**src/rtl/alu_pkg.sv**
```systemverilog
// Shared types and default widths for the ALU arbiter slice.
package alu_pkg;

  typedef enum logic [1:0] {
    IDLE = 2'd0,
    EXEC = 2'd1,
    RESP = 2'd2
  } state_t;

  localparam int N_DEF = 4;
  localparam int M_DEF = 4;

endpackage

```
**src/rtl/rr_arb2.sv**
```systemverilog
// Two-way round-robin picker: a lone requester wins, a tie goes to the one not served last.
module rr_arb2 (
  input  logic [1:0] valid,
  input  logic       last,
  output logic       grant
);

  // NOTE: every signal written in always_comb gets a default first, so no path leaves it unassigned and no latch is inferred.
  always_comb begin
    grant = ~last;
    if (valid == 2'b01) begin
      grant = 1'b0;
    end else if (valid == 2'b10) begin
      grant = 1'b1;
    end
  end

endmodule

```
**src/rtl/alu_arbiter.sv**
```systemverilog
// Shares one external ALU between two requesters: arbitrate, launch, wait LAT cycles,
// then hold the result until the owning requester takes it.
module alu_arbiter
  import alu_pkg::*;
#(
  parameter int N   = N_DEF,
  parameter int M   = M_DEF,
  parameter int LAT = 1
) (
  input  logic         clk,
  input  logic         rst_n,
  input  logic [1:0]   req_valid,
  output logic [1:0]   req_ready,
  input  logic [N-1:0] req_a0,
  input  logic [N-1:0] req_b0,
  input  logic [N-1:0] req_a1,
  input  logic [N-1:0] req_b1,
  input  logic [M-1:0] req_instr0,
  input  logic [M-1:0] req_instr1,
  output logic [1:0]   rsp_valid,
  input  logic [1:0]   rsp_ready,
  output logic [N-1:0] rsp_data,
  output logic [N-1:0] alu_a,
  output logic [N-1:0] alu_b,
  output logic [M-1:0] alu_instr,
  input  logic [N-1:0] alu_result,
  output logic         busy
);

  localparam int CW = (LAT > 1) ? $clog2(LAT) : 1;
  localparam logic [CW-1:0] CNT_LOAD = CW'(LAT - 1);

  state_t         state_q, state_d;
  logic           last_q, last_d;
  logic           id_q, id_d;
  logic [N-1:0]   a_q, a_d;
  logic [N-1:0]   b_q, b_d;
  logic [M-1:0]   instr_q, instr_d;
  logic [CW-1:0]  cnt_q, cnt_d;
  logic [N-1:0]   data_q, data_d;
  logic           grant;

  rr_arb2 u_arb (
    .valid (req_valid),
    .last  (last_q),
    .grant (grant)
  );

  always_comb begin
    state_d   = state_q;
    last_d    = last_q;
    id_d      = id_q;
    a_d       = a_q;
    b_d       = b_q;
    instr_d   = instr_q;
    cnt_d     = cnt_q;
    data_d    = data_q;
    req_ready = 2'b00;

    case (state_q)
      IDLE: begin
        req_ready = grant ? 2'b10 : 2'b01;
        if (req_valid[grant]) begin
          id_d    = grant;
          last_d  = grant;
          a_d     = grant ? req_a1 : req_a0;
          b_d     = grant ? req_b1 : req_b0;
          instr_d = grant ? req_instr1 : req_instr0;
          cnt_d   = CNT_LOAD;
          state_d = EXEC;
        end
      end
      EXEC: begin
        // The ALU has had LAT cycles with stable operands once the count reaches zero.
        if (cnt_q == '0) begin
          data_d  = alu_result;
          state_d = RESP;
        end else begin
          cnt_d = cnt_q - 1'b1;
        end
      end
      RESP: begin
        if (rsp_ready[id_q]) begin
          state_d = IDLE;
        end
      end
      default: state_d = IDLE;
    endcase
  end

  // NOTE: sequential state uses non-blocking assignments so every flop samples pre-edge values.
  always_ff @(posedge clk or negedge rst_n) begin
    if (!rst_n) begin
      state_q <= IDLE;
      last_q  <= 1'b1;
      id_q    <= 1'b0;
      a_q     <= '0;
      b_q     <= '0;
      instr_q <= '0;
      cnt_q   <= '0;
      data_q  <= '0;
    end else begin
      state_q <= state_d;
      last_q  <= last_d;
      id_q    <= id_d;
      a_q     <= a_d;
      b_q     <= b_d;
      instr_q <= instr_d;
      cnt_q   <= cnt_d;
      data_q  <= data_d;
    end
  end

  assign rsp_valid = (state_q == RESP) ? (id_q ? 2'b10 : 2'b01) : 2'b00;
  assign rsp_data  = data_q;
  assign alu_a     = a_q;
  assign alu_b     = b_q;
  assign alu_instr = instr_q;
  assign busy      = (state_q != IDLE);

endmodule

```
**config.mk**
```make
export PLATFORM = sky130hd
export DESIGN_NAME = alu_arbiter
export DESIGN_NICKNAME = d
export VERILOG_FILES = /design/src/rtl/alu_pkg.sv /design/src/rtl/rr_arb2.sv /design/src/rtl/alu_arbiter.sv
export SDC_FILE = /design/constraint.sdc
export NUM_CORES = 1
export LEC_CHECK = 0
export BUFFER_PORTS_ARGS = -buffer_cell sky130_fd_sc_hd__buf_4
export CORE_MARGIN = 10
export CORE_UTILIZATION = 30
export CTS_CLUSTER_DIAMETER = 200
export DETAILED_ROUTE_END_ITERATION = 10
export PLACE_DENSITY = 0.67
export SETUP_SLACK_MARGIN = 0.4
export SLEW_MARGIN = 20
export SYNTH_ARGS = -nofsm -noshare
export SYNTH_HDL_FRONTEND = slang
export SYNTH_SLANG_ARGS = --single-unit
```
**constraint.sdc**
```tcl
create_clock -name clk -period 2.7 [get_ports clk]
set_clock_uncertainty 0.2 [all_clocks]
set_input_delay 0.405 -clock clk [delete_from_list [all_inputs] [get_ports clk]]
set_output_delay 0.405 -clock clk [all_outputs]
set_load 0.005 [all_outputs]
```
==> impl_summary.txt <==
----------------------------------------------------
[Timing]
  Worst hold slack across all endpoints ... 0.0937 ns
  Final Slew Violations ... 0
  Worst rel slew slack ... between 60% and 70%
  Setup repair after global routing missed its margin ... no
  Timing-limited maximum frequency ... 470 MHz
  Slack of the critical path ... around 0.57 ns
  Ratio of final minimum period to clock period ... 78.8%
  Worst Max-Slew Pin Slew ... 0.506 ns
  Final Hold Violating Endpoints ... 0
  Aggregate negative setup slack ... 0 ns
  Number of setup violations in the final report ... 0
  Min Clock Period, post-route ... 2.13 ns

[Logic synthesis]
  Compound-gate portion of the synthesized area ... around 28%
  Post-synth net total ... 136
  Count of different cell masters after synthesis ... 20
  Mean cell area of the mapped netlist ... 10.3 um^2
  Post-Synth Simple-Gate Area ... 13.8%
  Post-synthesis cell area ... 1050 um^2
  Sequential cell area fraction in the yosys report ... 47.6%
  Adder-cell share of the synthesized area ... 0%
  Parity-gate share of the synthesized area counting xor and xnor cells ... 0%
  Seq cells post-synth ... 20
  Syn. warnings ... 0
  Combinational family with the most area after synthesis ... compound AO/OA/AOI/OAI gates
  Count of mapped cells out of synthesis ... around 100
  Mux share of post-synthesis cell area ... 5.34%

[Clock tree]
  Maximum clock path buffer count ... 2
  TritonCTS clock tree ... done
  CTS Sinks ... 20
  Skew-Pair Late Insertion Delay ... 0.31 ns
  Total clock buffers created by CTS ... 3
  Post-CTS Setup Bufs ... 0
  Cell chosen for the clock root ... clkbuf_4
  Clock-pin slew of the registers on the worst-case setup and hold paths ... 0.12 ns
  Count of H-tree levels built during CTS ... 1

[Final layout]
  Fin cells ... 201
  Fraction of final layout cells with drive strength greater than 1 ... 46.5%
  Layout overhead on the synthesized area ... 47.2%
  Post-layout nets ... 190
  Most common cell after layout, fill and taps aside ... buf_4
  Diodes inserted ... 0
  Commonest non-fill, non-tap cells in the layout ... buf_4, dfrtp_1, a21oi_1

[Floorplan]
  Area of the die ... 6290 um^2
  Die W ... 79.3 um
  Count of pins on the block boundary ... 55
  Starting density of the core ... about a third
  Vert. Die Dim ... 79.3 um
  Floorplan row count ... 21
  Area of the placeable core ... 3360 um^2

[Drt]
  DRC violation count after routing ... 0
  1st-pass router iterations ... 4
  Post-detailed-routing wire length ... 3140 um
  Total via count in the routed design ... 994
  DR WL/cell ... approximately 16 um
  Remaining number of nets flagged by the antenna check after routing ... 0
  DR iter-0 viols ... 80
  Avg Vias per Cell ... 4.95

[Setup path]
  R2R depth ... 3
  Type of the worst setup path ... flop to output port
  Reg-to-reg setup timing slack ... 1.14 ns
  Delay-heaviest family, CP ... buffers and inverters
  End of the worst register-to-register path ... alu_instr[2]$_DFFE_PN0P_
  Slowest stage delay, CP ... ~0.41 ns
  Type of element launching the critical path ... flop
  Capturing element of the worst setup path ... req_ready[0]
  CP Cell Sequence ... nor2_1, buf_4, inv_1, nor3_1, buf_4
  Worst setup path startpoint ... state_q[1]$_DFFE_PN0P_
  Endpoint type of the worst setup path ... output port
  Critical path required time ... 2.10 ns
  Master of the slowest instance on the critical path ... dfrtp_1
  Data arrival time of the worst path ... 1.52 ns
  CP bufs+invs ... 3
  Logic depth of the worst setup path including buffers ... 5
  Critical-path maximum fanout ... 16
  Most repeated library cell on the critical path ... buf_4
  Launch instance of the worst register-to-register path ... last_q$_DFFE_PN1P_

[Pwr]
  Power spent charging and discharging nets ... 0.568 mW
  Logic gate share of total power ... 50.1%
  Share of power burned in the clock network ... approximately 15%
  Switching Share ... 35.4%
  Sequential share of power ... 34.5%
  Leak pwr ... just under 0.7 nW
  P_int ... between 1 and 1.5 mW
  Power density over cell area ... 1030 nW/um^2
  Pwr Total ... 1.60 mW
  Worst vdd rail ir drop ... ~0.3 mV

[Global routing]
  GRT Total Usage ... under 10%
  First-pass GRT wire length ... 4980 um
  Number of antenna violations at the first check in global routing ... 0
  Vias in the first global route ... 1012
  Total overflow reported by the global router ... 0
  Pin count of the biggest net entering global routing ... 25

[Placement]
  Count of placed standard cells including taps ... approximately 200
  IO buf count ... 54
  Dpl hpwl ... 2510 um
  Dpl ws ... just under 0.9 ns
  Global placement routability congestion ... 0.749

[Run status]
  Status ... finished clean

[Hold path]
  Class of the worst hold path ... primary input to flop

[Job]
  Number of max-cap violations ... 0

----------------------------------------------------
## cell usage after synthesis (all sizes together)
library cell   n  area [um^2]
mux2           5         56.3
o21ai         13         65.1
nor3           1         5.00
inv            2         7.51
a21bo          1         10.0
buf            3         27.5
a21oi         16         80.1
a31oi         12          131
and2           1         8.76
nor2           6         22.5
nand2b         2         12.5
a21boi         1         7.51
or2            1         6.26
dfrtp         19          475
nand3b        12         90.1
clkbuf         6         22.5
dfstp          1         26.3
## worst register-to-register path: stages (launching register included)
cell and delay [ns]:
dfstp_2 0.58, a21bo_1 0.35, nand3b_1 0.15, a31oi_2 0.19
## worst min path at each step
stage               slack [ns]  depth (start not counted)                 endpoint           from
global placement          0.09                          1   state_q[1]$_DFFE_PN0P_          rst_n
finish                    0.09                          2  rsp_data[2]$_DFFE_PN0N_  alu_result[2]
CTS                       0.09                          2  rsp_data[2]$_DFFE_PN0N_  alu_result[2]
global route              0.09                          2  rsp_data[2]$_DFFE_PN0N_  alu_result[2]
floorplan                -0.09                          0     alu_a[0]$_DFFE_PN0P_          rst_n
detailed placement        0.09                          1  rsp_data[2]$_DFFE_PN0N_          rst_n
## metal layers
metal | vias to the layer above | GRT usage [%] | share of wire (%)
li1 | 477 | - | -
met1 | 463 | 11.2 | 41
met2 | 49 | 16.1 | 48
met3 | 5 | 4.05 | 9.9
met4 | 0 | 3.23 | 1.0
met5 | - | 0 | 0
## power groups by stage
| stage | clock network, mW | registers, mW | logic [mW] |
|---|---|---|---|
| 2_1_floorplan | 0 | 0.554 | 0.453 |
| 6_report | 0.247 | 0.553 | 0.804 |
| 3_5_place_dp | 0 | 0.560 | 0.820 |
| 5_1_grt | 0.264 | 0.578 | 0.895 |
| 4_1_cts | 0.252 | 0.554 | 0.822 |
| 3_3_place_gp | 0 | 0.550 | 0.803 |
## state kept, by name, summed over array words and instances (netlist names)
signal,flops
state_q,2
rsp_data,4
alu_b,4
alu_a,4
id_q,1
last_q,1
alu_instr,4
## repair_timing
action,CTS,global route
endpoints found under the hold margin,20,0
gates resized for setup,0,0
hold buffers,1,0
## through the flow
step	instance area, um^2	util (%)
finish	1550	46.2
global route	1550	46.2
CTS	1550	46.2
detailed placement	1490	44.3
global placement	1490	44.3
floorplan	1050	-
## area by class of cell
| class | count | area [um^2] |
|---|---|---|
| multi-input cells | 71 | 495 |
| well taps | 46 | 57.6 |
| clock buffers | 3 | 22.5 |
| inverters | 2 | 7.51 |
| fillers | 342 | 1810 |
| flip-flops and latches | 20 | 502 |
| repair buffers | 58 | 438 |
| clock inverters | 1 | 30.0 |
## cells by family after synthesis
kind of cell / after synthesis
AO/OA/AOI/OAI: 43
buffers and inverters: 11
flip-flops: 20
multiplexers: 5
AND/OR/NAND/NOR: 23
Note: power is estimated with default switching activity, not from simulation.
